==> config.mk <==
export PLATFORM = sky130hd
export DESIGN_NAME = pool_window_gather_flat
export DESIGN_NICKNAME = d
export VERILOG_FILES = /design/src/rtl/pool_window_gather_if.sv /design/src/rtl/pool_window_gather.sv /design/src/flat_wrapper.sv
export SDC_FILE = /design/constraint.sdc
export NUM_CORES = 1
export LEC_CHECK = 0
export ABC_AREA = 1
export CORE_UTILIZATION = 43
export CTS_BUF_LIST = sky130_fd_sc_hd__clkbuf_16
export DETAILED_ROUTE_END_ITERATION = 10
export MAX_ROUTING_LAYER = met4
export SYNTH_ARGS = -nofsm -noshare
export SYNTH_HDL_FRONTEND = slang
export SYNTH_SLANG_ARGS = --single-unit
==> constraint.sdc <==
create_clock -name clk -period 2.15 [get_ports clk]
set_input_delay 0.5375 -clock clk [delete_from_list [all_inputs] [get_ports clk]]
set_output_delay 0.5375 -clock clk [all_outputs]
set_load 0.02 [all_outputs]
==> src/rtl/pool_window_gather_if.sv <==
// Stream-in / window-out bundle between the pixel feeder, the 2x2 window
// gatherer and the max-pool comparator. The feeder drives the pixel stream
// (master). The gatherer consumes the pixels and produces the four-pixel
// window (slave).
interface pool_window_gather_if #(
  parameter int DATA_W = 8
);
  logic                     in_valid;
  logic signed [DATA_W-1:0] in_data;
  logic                     win_valid;
  logic signed [DATA_W-1:0] win0;
  logic signed [DATA_W-1:0] win1;
  logic signed [DATA_W-1:0] win2;
  logic signed [DATA_W-1:0] win3;
  logic                     win_last;

  modport master (
    output in_valid, in_data,
    input  win_valid, win0, win1, win2, win3, win_last
  );

  modport slave (
    input  in_valid, in_data,
    output win_valid, win0, win1, win2, win3, win_last
  );
endinterface

==> src/rtl/pool_window_gather.sv <==
// 2x2 stride-2 window gatherer for a raster-order feature-map stream.
// Even rows are stored in a one-row line buffer. On odd rows the bottom-left
// pixel is held in a register. The bottom-right pixel completes a window,
// which is presented one cycle later together with the three stored pixels.
module pool_window_gather #(
  parameter int IMG_W  = 24,
  parameter int IMG_H  = 24,
  parameter int DATA_W = 8
) (
  input  logic              clk,
  input  logic              rst,
  pool_window_gather_if.slave bus
);

  localparam int COL_W = (IMG_W > 1) ? $clog2(IMG_W) : 1;
  localparam int ROW_W = (IMG_H > 1) ? $clog2(IMG_H) : 1;
  localparam logic [COL_W-1:0] COL_LAST = COL_W'(IMG_W - 1);
  localparam logic [ROW_W-1:0] ROW_LAST = ROW_W'(IMG_H - 1);

  logic [COL_W-1:0]         col;
  logic [COL_W-1:0]         col_pair;
  logic [ROW_W-1:0]         row;
  logic signed [DATA_W-1:0] line_buf [IMG_W];
  logic signed [DATA_W-1:0] bl;
  logic                     odd_row;
  logic                     odd_col;
  logic                     col_wrap;
  logic                     row_wrap;

  assign odd_row  = row[0];
  assign odd_col  = col[0];
  assign col_wrap = (col == COL_LAST);
  assign row_wrap = (row == ROW_LAST);
  // When col is odd, flipping bit 0 gives the even column of the same window.
  assign col_pair = col ^ COL_W'(1);

  // Capture every accepted even-row pixel as the top row of the next windows.
  always_ff @(posedge clk) begin
    if (!rst && bus.in_valid && !odd_row) begin
      line_buf[col] <= bus.in_data;
    end
  end

  // Advance the raster position, hold the bottom-left pixel, and emit a window.
  always_ff @(posedge clk) begin
    if (rst) begin
      col           <= '0;
      row           <= '0;
      bl            <= '0;
      bus.win_valid <= 1'b0;
      bus.win_last  <= 1'b0;
      bus.win0      <= '0;
      bus.win1      <= '0;
      bus.win2      <= '0;
      bus.win3      <= '0;
    end else begin
      bus.win_valid <= 1'b0;
      bus.win_last  <= 1'b0;
      if (bus.in_valid) begin
        if (odd_row && !odd_col) begin
          bl <= bus.in_data;
        end
        if (odd_row && odd_col) begin
          bus.win0      <= line_buf[col_pair];
          bus.win1      <= line_buf[col];
          bus.win2      <= bl;
          bus.win3      <= bus.in_data;
          bus.win_valid <= 1'b1;
          bus.win_last  <= col_wrap && row_wrap;
        end
        if (col_wrap) begin
          col <= '0;
          if (row_wrap) begin
            row <= '0;
          end else begin
            row <= row + 1'b1;
          end
        end else begin
          col <= col + 1'b1;
        end
      end
    end
  end

endmodule

==> src/flat_wrapper.sv <==
// flat-port wrapper written by rule: the top's interface ports become plain ports
module pool_window_gather_flat 
#(
  parameter int IMG_W  = 24,
  parameter int IMG_H  = 24,
  parameter int DATA_W = 8
)
  (clk, rst, bus_in_valid, bus_in_data, bus_win_valid, bus_win0, bus_win1, bus_win2, bus_win3, bus_win_last);
  pool_window_gather_if #(.DATA_W(DATA_W)) bus_i ();
  input  logic clk;
  input  logic rst;
  input wire logic [$bits(bus_i.in_valid)-1:0] bus_in_valid;
  input wire logic [$bits(bus_i.in_data)-1:0] bus_in_data;
  output wire logic [$bits(bus_i.win_valid)-1:0] bus_win_valid;
  output wire logic [$bits(bus_i.win0)-1:0] bus_win0;
  output wire logic [$bits(bus_i.win1)-1:0] bus_win1;
  output wire logic [$bits(bus_i.win2)-1:0] bus_win2;
  output wire logic [$bits(bus_i.win3)-1:0] bus_win3;
  output wire logic [$bits(bus_i.win_last)-1:0] bus_win_last;
  assign bus_i.in_valid = bus_in_valid;
  assign bus_i.in_data = bus_in_data;
  assign bus_win_valid = bus_i.win_valid;
  assign bus_win0 = bus_i.win0;
  assign bus_win1 = bus_i.win1;
  assign bus_win2 = bus_i.win2;
  assign bus_win3 = bus_i.win3;
  assign bus_win_last = bus_i.win_last;
  pool_window_gather #(.IMG_W(IMG_W), .IMG_H(IMG_H), .DATA_W(DATA_W)) u_core (.clk(clk), .rst(rst), .bus(bus_i));
endmodule
# After elaboration in Yosys (flattened, before gate mapping)
# Memories as Yosys holds them, arrays and structs flattened. A register that Yosys moved wholly into a read port is not among the register bits.
# Index checks and enable logic that the tools add are counted.
dict set report word_totals {
  ff_bits 36
  mem_bits_rw 192
  inputBits 11
  out_inout_bits 34
  wordCells 33
  memories 1
}
# name words word_bits read_ports rd_clocked_by_memory_dff wr line_no
set memory_table {}
lappend memory_table {u_core.line_buf 24 8 2 2 1 pool_window_gather.sv:23} ;# logic signed [DATA_W-1:0] line_buf [IMG_W];
dict set report classes {
  add_sub_neg 2
  eq_ne 2
  muxes 5
  n_bitwise 3
  reduce_logical 13
}
# cell n
set op_table {}
lappend op_table {{$add 5x1->5 const B} 2}
lappend op_table {{$eq 5x5->1 const B} 2}
lappend op_table {{$mux 5} 2}
lappend op_table {{$reduce_and 2->1} 3}
lappend op_table {{$logic_and 1x1->1} 5}
lappend op_table {{$logic_not 1->1} 3}
lappend op_table {{$mux 1} 3}
lappend op_table {{$not 1->1} 3}
lappend op_table {{$reduce_or 3->1} 1}
lappend op_table {{$reduce_or 2->1} 1}

# Longest topological paths before layout
# Gate-level depths: netlist of run 1.
dict set report logic_depth {
  ltp_word 5
  depth_mapped 13
  depth_no_buf 10
}

# Worst setup path before layout of run 1
# Ideal clock, no wire load.
dict set report synth_path {
  kind {register to register}
  startpoint {register u_core.col[1]}
  endpoint {memory u_core.line_buf[8][0] (enable)}
  setup_time_ns 0.370
  t_arrival_ns 1.579
  required_ns 1.780
  slack_ns 0.201
  stages_incl_launch_ff 7
  n_path_buf 2
  period_less_slack_ns 1.949
  cell_sequence {dfxtp_1 -> buf_2 -> inv_2 -> clkbuf_1 -> ha_1 -> nand2_1 -> nor2_1}
}
# element line_no
set synth_lines {}
lappend synth_lines {{from (decl)} pool_window_gather.sv:20} ;# logic [COL_W-1:0] col;
lappend synth_lines {{from (signal assigned)} pool_window_gather.sv:79} ;# col <= col + 1'b1;
lappend synth_lines {{to (decl)} pool_window_gather.sv:23}
# No word-level cell before the write port.

# Final worst setup path of run 1
dict set report layout_path {
  startpoint {register u_core.bus.win1[2] (read register of u_core.line_buf)}
  endpoint {output bus_win1[2]}
}
# element line_no
set layout_lines {}
lappend layout_lines {{from (decl)} pool_window_gather_if.sv:24} ;# output win_valid, win0, win1, win2, win3, win_last
lappend layout_lines {{to (decl)} flat_wrapper.sv:16} ;# output wire logic [$bits(bus_i.win1)-1:0] bus_win1;
# No word-level cell between the ends.

==> results of run 1 <==
==> registers in the layout, summed over array words and instances (netlist names) <==
register and flops:
u_core.bus.win_last 1, u_core.bl 8, u_core.row 5, u_core.bus.win1 8, u_core.line_buf 192, u_core.bus.win0 8
u_core.bus.win_valid 1, u_core.bus.win3 8, u_core.bus.win2 8, u_core.col 5
==> how the worst max path moves through the flow <==
stage,start,endpoint
2_1_floorplan,u_core.col[1],u_core.line_buf[8][0]
5_1_grt,u_core.bus.win0[7],bus_win0[7]
4_1_cts,u_core.bus.win1[1],bus_win1[1]
6_report,u_core.bus.win1[2],bus_win1[2]
3_3_place_gp,bus_in_valid,u_core.line_buf[21][3]
3_5_place_dp,bus_in_valid,u_core.line_buf[21][2]
==> power breakdown <==
group | internal (mW) | switching (mW) | total, mW
registers | 5.10 | 0.0168 | 5.12
clock network | 2.76 | 1.80 | 4.56
logic | 0.311 | 0.683 | 0.994
total | 8.17 | 2.50 | 10.7
==> final cells by class <==
| class | count | area share, % |
|---|---|---|
| Sequential cell | 244 | 48.1 |
| Multi-Input combinational cell | 965 | 29.9 |
| Timing Repair Buffer | 113 | 8.01 |
| Clock buffer | 27 | 4.77 |
| Inverter | 164 | 4.37 |
| Tap cell | 378 | 3.34 |
| Clock inverter | 21 | 1.48 |
==> Yosys cell counts (5+ instances only) <==
library cell / number
sky130_fd_sc_hd__nand3_1: 227
sky130_fd_sc_hd__dfxtp_1: 52
sky130_fd_sc_hd__o211ai_1: 22
sky130_fd_sc_hd__inv_1: 159
sky130_fd_sc_hd__nand2_1: 477
sky130_fd_sc_hd__clkbuf_1: 16
sky130_fd_sc_hd__nor3_1: 7
sky130_fd_sc_hd__edfxtp_1: 192
sky130_fd_sc_hd__buf_2: 57
sky130_fd_sc_hd__buf_4: 5
sky130_fd_sc_hd__o21ai_0: 68
sky130_fd_sc_hd__nor2_1: 139
sky130_fd_sc_hd__buf_1: 5
sky130_fd_sc_hd__ha_1: 6
==> cell families after synthesis <==
group,count (synthesis),synth area share [%]
simple gates,862,29.8
buf+inv,250,8.70
flops,244,56.3
compound gates,95,4.42
fa+ha+maj,6,0.621
xor+xnor,2,0.145
==> metrics by stage <==
step | TNS (ps) | area (µm²)
floorplan | 0 | 12100
detailed placement | -42600 | 13300
global route | 0 | 14200
global placement | -32160 | 13300
CTS | 0 | 14200
finish | 0 | 14200
==> layer usage <==
| layer | global-route usage (%) | up-vias |
|---|---|---|
| met2 | 36.9 | 333 |
| met4 | 7.17 | 0 |
| met1 | 34.2 | 4638 |
| met3 | 3.82 | 61 |
| li1 | - | 4847 |
| met5 | - | - |
==> Flow_metrics.wiki, run 1 <==
{| class="wikitable"
! Metric !! Value
|-
| Pin count of the biggest net entering global routing || 87
|-
| Wire length reported by the detailed router || 33.4 mm
|-
| Outcome || finished clean
|-
| Post-layout worst setup margin || 56.0 ps
|-
| Ordered list of cells on the worst path || clkdlybuf4s50_1
|-
| Share of post-route cells with drive strength above 1 || 8.02%
|-
| Net count after synthesis || about 1500
|-
| Worst hold slack || about 490 ps
|-
| Number of antenna violations at the first check in global routing || 0
|-
| End-of-flow core utilization || around 51%
|-
| Average wire length per cell after detail routing || between 15 and 20 µm
|-
| DIE HEIGHT || roughly 170 µm
|-
| Worst setup SP type || flop
|-
| Post-CTS setup buffers || 0
|-
| Max-cap violations || 0
|-
| Total Power Consumption || about 11 mW
|-
| Sinks on the clock net || between 200 and 250
|-
| Cell depth of the worst flop-to-flop path || 9
|-
| Internal reg-to-reg setup slack || about 280 ps
|-
| Inserted Diodes || 0
|-
| Clock root buffer master || sky130_fd_sc_hd__clkbuf_16
|-
| Total number of placement rows || 61
|-
| Routed wire length on met3 || approximately 2.4 mm
|-
| Synth area leader || sky130_fd_sc_hd__edfxtp_1
|-
| H-tree depth || 1
|-
| Met1 wire length || between 15 and 20 mm
|-
| Category of cells accounting for the largest share of critical-path delay || buffers and inverters
|-
| Antenna violation net count after detailed routing || 0
|-
| Total power density per cell area || ~750 nW/µm²
|-
| Combined buffer and inverter count along the critical path || 1
|-
| Destination of the worst register-to-register timing path || u_core.bus.win0[3]
|-
| Setup CP Type || reg2out
|-
| Cell count along the critical path || 1
|-
| Synth Flop Type || sky130_fd_sc_hd__edfxtp_1
|-
| Cells on Worst Hold Path || 2
|-
| Total instance count after detailed placement || between 1500 and 2000
|-
| Data required time of the worst path || around 1600 ps
|-
| Distinct cell type count after synthesis || 28
|-
| Pins over their slew limit || 0
|-
| Most frequent standard cell in the layout excluding fill and tap cells || sky130_fd_sc_hd__nand2_1
|-
| FF+latch count, synth || roughly 240
|-
| Num CTS Buffers || 26
|-
| Yosys warning count || 0
|-
| Kind of path behind the tightest hold check || reg2reg
|-
| Data arrival time of the worst path || between 1500 and 2000 ps
|-
| Number of fill cells in the layout || approximately 2600
|-
| Average cell area after synthesis || a little over 8 µm²
|-
| Maximum root-to-sink buffer count || 3
|-
| Placed wire-length estimate || roughly 22 mm
|-
| Setup skew after layout || 16.5 ps
|-
| DRC || 0
|-
| Pre-CTS worst setup slack || -300 ps
|-
| TritonRoute pass-1 iters || 6
|-
| Leakage Power || between 5 and 6 nW
|-
| Cts-stage hold buffer count || 0
|-
| Tot GR Track Use || roughly a quarter
|-
| Post-layout min period || 2090 ps
|-
| Critical Path End Type || output pin
|-
| Met2 wire length || ~15 mm
|-
| Largest incremental delay on the critical path || 630 ps
|-
| Die span in x || around 170 µm
|-
| Area share of the leading cell type in the synthesized netlist || a little under half
|-
| Multi-input gate area in the final layout || 4230 µm²
|-
| Clock-pin slew of the registers on the worst-case setup and hold paths || around 60 ps
|-
| Clk_lat worst skew || approximately 530 ps
|-
| Placer's final routability congestion estimate || about 0.9
|-
| Actual transition at the worst max-transition pin || about 480 ps
|-
| Hold Path End || u_core.bus.win2[7]
|-
| RSZ-0062 raised after global routing || false
|-
| Worst-path cell with the longest stage delay || sky130_fd_sc_hd__clkdlybuf4s50_1
|-
| Post-detailed-route via-to-cell ratio || between 5 and 6
|-
| Cell types with the largest area share after synthesis || sky130_fd_sc_hd__edfxtp_1 48%, sky130_fd_sc_hd__nand2_1 15%, sky130_fd_sc_hd__nand3_1 9.4%
|-
| Port-buffer cells || 44
|-
| Layout-stage area growth over the synthesis result || 17.1%
|-
| Largest fanout of any net on the critical path || 2
|-
| Floorplan core area || 27700 µm²
|-
| Final-report hold violation count || 0
|-
| IO Count || 45
|-
| EDFF count, synth || between 150 and 200
|-
| Die area || 28800 µm²
|-
| Post-layout nets || 1531
|-
| Vias in the first global route || 9122
|-
| Worst hold start || u_core.bl[7]
|-
| Relative slew slack || about two thirds
|-
| Synth Cell Area || approximately 12000 µm²
|-
| Final count of negative-setup-slack endpoints || 0
|-
| Highest metal used || met4
|-
| Iteration-0 DRC Markers || 948
|-
| Number of standard cells after synthesis || roughly 1500
|-
| Max VDD drop || around 0.70 mV
|-
| Overflow after GRT || 0
|-
| Post-layout instance count excluding filler cells || 1912
|-
| First-pass GRT wire length || around 52 mm
|-
| Crit share post-route || a little over nine tenths
|-
| Initial standard-cell utilization of the core || 43.6%
|-
| CTS resizes || 0
|-
| Storage element area || around 6800 µm²
|-
| Origin of the critical flop-to-flop path || u_core.col[0]
|-
| Sequential-to-total area share from yosys stat || roughly 56%
|-
| Maximum frequency from static timing analysis || 0.478 GHz
|-
| Clock tree from TritonCTS || built
|-
| Total number of vias || 9879
|-
| Highest-count cells in the layout ignoring fill and taps || 477 x sky130_fd_sc_hd__nand2_1, 227 x sky130_fd_sc_hd__nand3_1, 192 x sky130_fd_sc_hd__edfxtp_1, 162 x sky130_fd_sc_hd__inv_1, 139 x sky130_fd_sc_hd__nor2_1
|-
| Asr flop ratio synth || 0%
|}
(Power assumes the default switching activity.)
==> run 2: changes to the inputs <==
==> constraint.sdc (replaced) <==
create_clock -name clk -period 2.15 [get_ports clk]
set_input_delay 0.5375 -clock clk [delete_from_list [all_inputs] [get_ports clk]]
set_output_delay 0.5375 -clock clk [all_outputs]
set_load 0.01 [all_outputs]
==> results of run 2 <==
The final DEF is identical to that of run 1. Status: finished clean.
Main changes from that run: setup slack after layout 56.0 ps -> 124 ps
==> run 3: changes to the inputs <==
- CELL_PAD_IN_SITES_DETAIL_PLACEMENT: default -> 0
- CELL_PAD_IN_SITES_GLOBAL_PLACEMENT: default -> 1
- CORE_ASPECT_RATIO: default -> 2
- PLACE_DENSITY_LB_ADDON: default -> 0.1
==> run 3 against run 2 <==
Net effect:
- clock-buffer cell count decreased by 4
- non-clock buffer count rose by 11
- worst setup slack got worse by 16 ps
- via count fell by 1.1%
- combinational power increased by 4%
- critical path type unchanged
- utilization is essentially flat
- power shrank 6.7%
- clock power fell by 17%
- flip-flop and latch count stayed put
- sequential power about the same
- critical endpoint is now bus_win1[4]
- die area grew 0.14%
- final area decreased by 0.49%
==> Flow_metrics.wiki, run 3 (synthesis gave the netlist of run 1 again) <==
{| class="wikitable"
! Metric !! Value
|-
| Outcome || finished clean (unchanged)
|-
| Total power density per cell area || 706 nW/µm² (was 754 nW/µm²)
|-
| Ordered list of cells on the worst path || clkdlybuf4s50_1 (unchanged)
|-
| Max VDD drop || 0.670 mV (was 0.697 mV)
|-
| RSZ-0062 raised after global routing || false (unchanged)
|-
| Average wire length per cell after detail routing || 19.2 µm (was 17.4 µm)
|-
| Number of fill cells in the layout || 2652 (was 2589)
|-
| Pin count of the biggest net entering global routing || 101 (was 87)
|-
| Kind of path behind the tightest hold check || reg2reg (unchanged)
|-
| DRC || 0 (unchanged)
|-
| Initial standard-cell utilization of the core || 43.9% (was 43.6%)
|-
| Largest register by flop count || u_core.line_buf (unchanged)
|-
| Floorplan core area || 27500 µm² (was 27700 µm²)
|-
| Layout-stage area growth over the synthesis result || 16.6% (was 17.1%)
|-
| Cells on Worst Hold Path || 2 (unchanged)
|-
| Vias in the first global route || 9269 (was 9122)
|-
| Final-report hold violation count || 0 (unchanged)
|-
| Data required time of the worst path || 1610 ps (about the same)
|-
| Total Power Consumption || 9.95 mW (was 10.7 mW)
|-
| Storage element area || 6810 µm² (unchanged)
|-
| H-tree depth || 1 (unchanged)
|-
| Critical Path End Type || output pin (unchanged)
|-
| Inserted Diodes || 0 (unchanged)
|-
| Internal reg-to-reg setup slack || 280 ps (about the same)
|-
| Post-layout worst setup margin || 108 ps (was 124 ps)
|-
| Highest-count cells in the layout ignoring fill and taps || 477 x sky130_fd_sc_hd__nand2_1, 227 x sky130_fd_sc_hd__nand3_1, 192 x sky130_fd_sc_hd__edfxtp_1, 164 x sky130_fd_sc_hd__inv_1, 139 x sky130_fd_sc_hd__nor2_1 (was 477 x sky130_fd_sc_hd__nand2_1, 227 x sky130_fd_sc_hd__nand3_1, 192 x sky130_fd_sc_hd__edfxtp_1, 162 x sky130_fd_sc_hd__inv_1, 139 x sky130_fd_sc_hd__nor2_1)
|-
| Cell count along the critical path || 1 (unchanged)
|-
| Clk_lat worst skew || 540 ps (was 530 ps)
|-
| Setup CP Type || reg2out (unchanged)
|-
| Num CTS Buffers || 22 (was 26)
|-
| TritonRoute pass-1 iters || 5 (was 6)
|-
| Placer's final routability congestion estimate || 0.907 (was 0.896)
|-
| Data arrival time of the worst path || 1500 ps (was 1490 ps)
|-
| Most frequent standard cell in the layout excluding fill and tap cells || sky130_fd_sc_hd__nand2_1 (unchanged)
|-
| Total instance count after detailed placement || 1849 (was 1864)
|-
| Category of cells accounting for the largest share of critical-path delay || buffers and inverters (unchanged)
|-
| IO Count || 45 (unchanged)
|-
| Wire length reported by the detailed router || 36.3 mm (was 33.4 mm)
|-
| Setup skew after layout || 22.9 ps (was 16.5 ps)
|-
| Pre-CTS worst setup slack || -179 ps (was -300 ps)
|-
| Die span in x || 121 µm (was 170 µm)
|-
| Combined buffer and inverter count along the critical path || 1 (unchanged)
|-
| Iteration-0 DRC Markers || 648 (was 948)
|-
| Clock tree from TritonCTS || built (unchanged)
|-
| Antenna violation net count after detailed routing || 0 (unchanged)
|-
| Max-cap violations || 0 (unchanged)
|-
| Worst hold start || u_core.bl[4] (was u_core.bl[7])
|-
| Worst setup SP type || flop (unchanged)
|-
| Final count of negative-setup-slack endpoints || 0 (unchanged)
|-
| Leakage Power || 5.97 nW (was 5.98 nW)
|-
| Sinks on the clock net || 244 (unchanged)
|-
| Total number of placement rows || 86 (was 61)
|-
| Multi-input gate area in the final layout || 4230 µm² (unchanged)
|-
| Pins over their slew limit || 0 (unchanged)
|-
| Die area || 28800 µm² (about the same)
|-
| Relative slew slack || 69.8% (was 68.0%)
|-
| Worst hold slack || 484 ps (was 485 ps)
|-
| Largest fanout of any net on the critical path || 2 (unchanged)
|-
| CTS resizes || 0 (unchanged)
|-
| Cell depth of the worst flop-to-flop path || 9 (unchanged)
|-
| Post-layout nets || 1538 (was 1531)
|-
| Largest incremental delay on the critical path || 570 ps (was 560 ps)
|-
| Port-buffer cells || 44 (unchanged)
|-
| First-pass GRT wire length || 54.2 mm (was 51.9 mm)
|-
| Largest register FFs || 192 (unchanged)
|-
| Overflow after GRT || 0 (unchanged)
|-
| DIE HEIGHT || 239 µm (was 170 µm)
|-
| Actual transition at the worst max-transition pin || 454 ps (was 479 ps)
|-
| Origin of the critical flop-to-flop path || u_core.col[3] (was u_core.col[0])
|-
| Clock root buffer master || sky130_fd_sc_hd__clkbuf_16 (unchanged)
|-
| End-of-flow core utilization || 51.1% (about the same)
|-
| Hold Path End || u_core.bus.win2[4] (was u_core.bus.win2[7])
|-
| Tot GR Track Use || 26.7% (was 24.5%)
|-
| Number of antenna violations at the first check in global routing || 0 (unchanged)
|-
| Post-CTS setup buffers || 0 (unchanged)
|-
| Share of post-route cells with drive strength above 1 || 8.14% (was 8.02%)
|-
| Clock-pin slew of the registers on the worst-case setup and hold paths || 70 ps (was 60 ps)
|-
| Crit share post-route || 95.0% (was 94.2%)
|-
| Total number of vias || 9767 (was 9879)
|-
| Post-layout min period || 2040 ps (was 2030 ps)
|-
| Worst-path cell with the longest stage delay || sky130_fd_sc_hd__clkdlybuf4s50_1 (unchanged)
|-
| Post-layout instance count excluding filler cells || 1888 (was 1912)
|-
| Post-detailed-route via-to-cell ratio || 5.17 (about the same)
|-
| Destination of the worst register-to-register timing path || u_core.bus.win1[0] (was u_core.bus.win0[3])
|-
| Maximum frequency from static timing analysis || 0.490 GHz (was 0.494 GHz)
|-
| Cts-stage hold buffer count || 0 (unchanged)
|-
| Placed wire-length estimate || 25.4 mm (was 22.1 mm)
|-
| Maximum root-to-sink buffer count || 3 (unchanged)
|}
-- run 3: changes by cell type in the layout (fill, tap and decap cells not counted) --
cell	delta
sky130_fd_sc_hd__clkinv_2	-4
sky130_fd_sc_hd__buf_12	+6
sky130_fd_sc_hd__clkinv_1	-2
sky130_fd_sc_hd__clkinv_4	+1
sky130_fd_sc_hd__inv_2	-1
sky130_fd_sc_hd__clkinvlp_2	+1
sky130_fd_sc_hd__inv_6	-1
sky130_fd_sc_hd__clkinvlp_4	+2
sky130_fd_sc_hd__clkbuf_16	-4
sky130_fd_sc_hd__inv_1	+2
sky130_fd_sc_hd__bufinv_16	-3
sky130_fd_sc_hd__buf_4	+5
-- run 3: per-layer routing --
metal	share of wire, %	track usage [%]	routed length, µm	up-vias
met5	0	-	0	-
met1	36	27.6	13000	4597
met4	5.9	14.7	2150	0
met2	55	49.2	19800	229
li1	-	-	-	4849
met3	3.4	2.10	1220	92
-- run 3: worst max path at each step --
stage	startpoint	endpoint
2_1_floorplan	u_core.col[1]	u_core.line_buf[8][0]
4_1_cts	u_core.bus.win0[7]	bus_win0[7]
3_3_place_gp	bus_in_valid	u_core.line_buf[14][5]
5_1_grt	u_core.bus.win0[1]	bus_win0[1]
6_report	u_core.bus.win1[4]	bus_win1[4]
3_5_place_dp	bus_in_valid	u_core.line_buf[14][0]
-- run 3: area by class of cell --
class / count / area share [%]
clock buffers: 23 / 4.09
clock inverters: 16 / 0.808
inverters: 164 / 4.40
multi-input cells: 965 / 30.0
flip-flops and latches: 244 / 48.4
well taps: 352 / 3.13
repair buffers: 124 / 9.17
-- run 3: through the flow --
step	instance area, µm²	setup TNS [ps]
after floorplan	12100	0
after global placement	13400	-19510
after detailed placement	13400	-17970
after CTS	14100	0
after global routing	14100	0
final	14100	0
-- run 3: power by group --
group	total (mW)	internal, mW	switching, mW
Combinational	1.03	0.328	0.704
Clock	3.80	2.06	1.74
Sequential	5.12	5.10	0.0173
Total	9.95	7.49	2.46
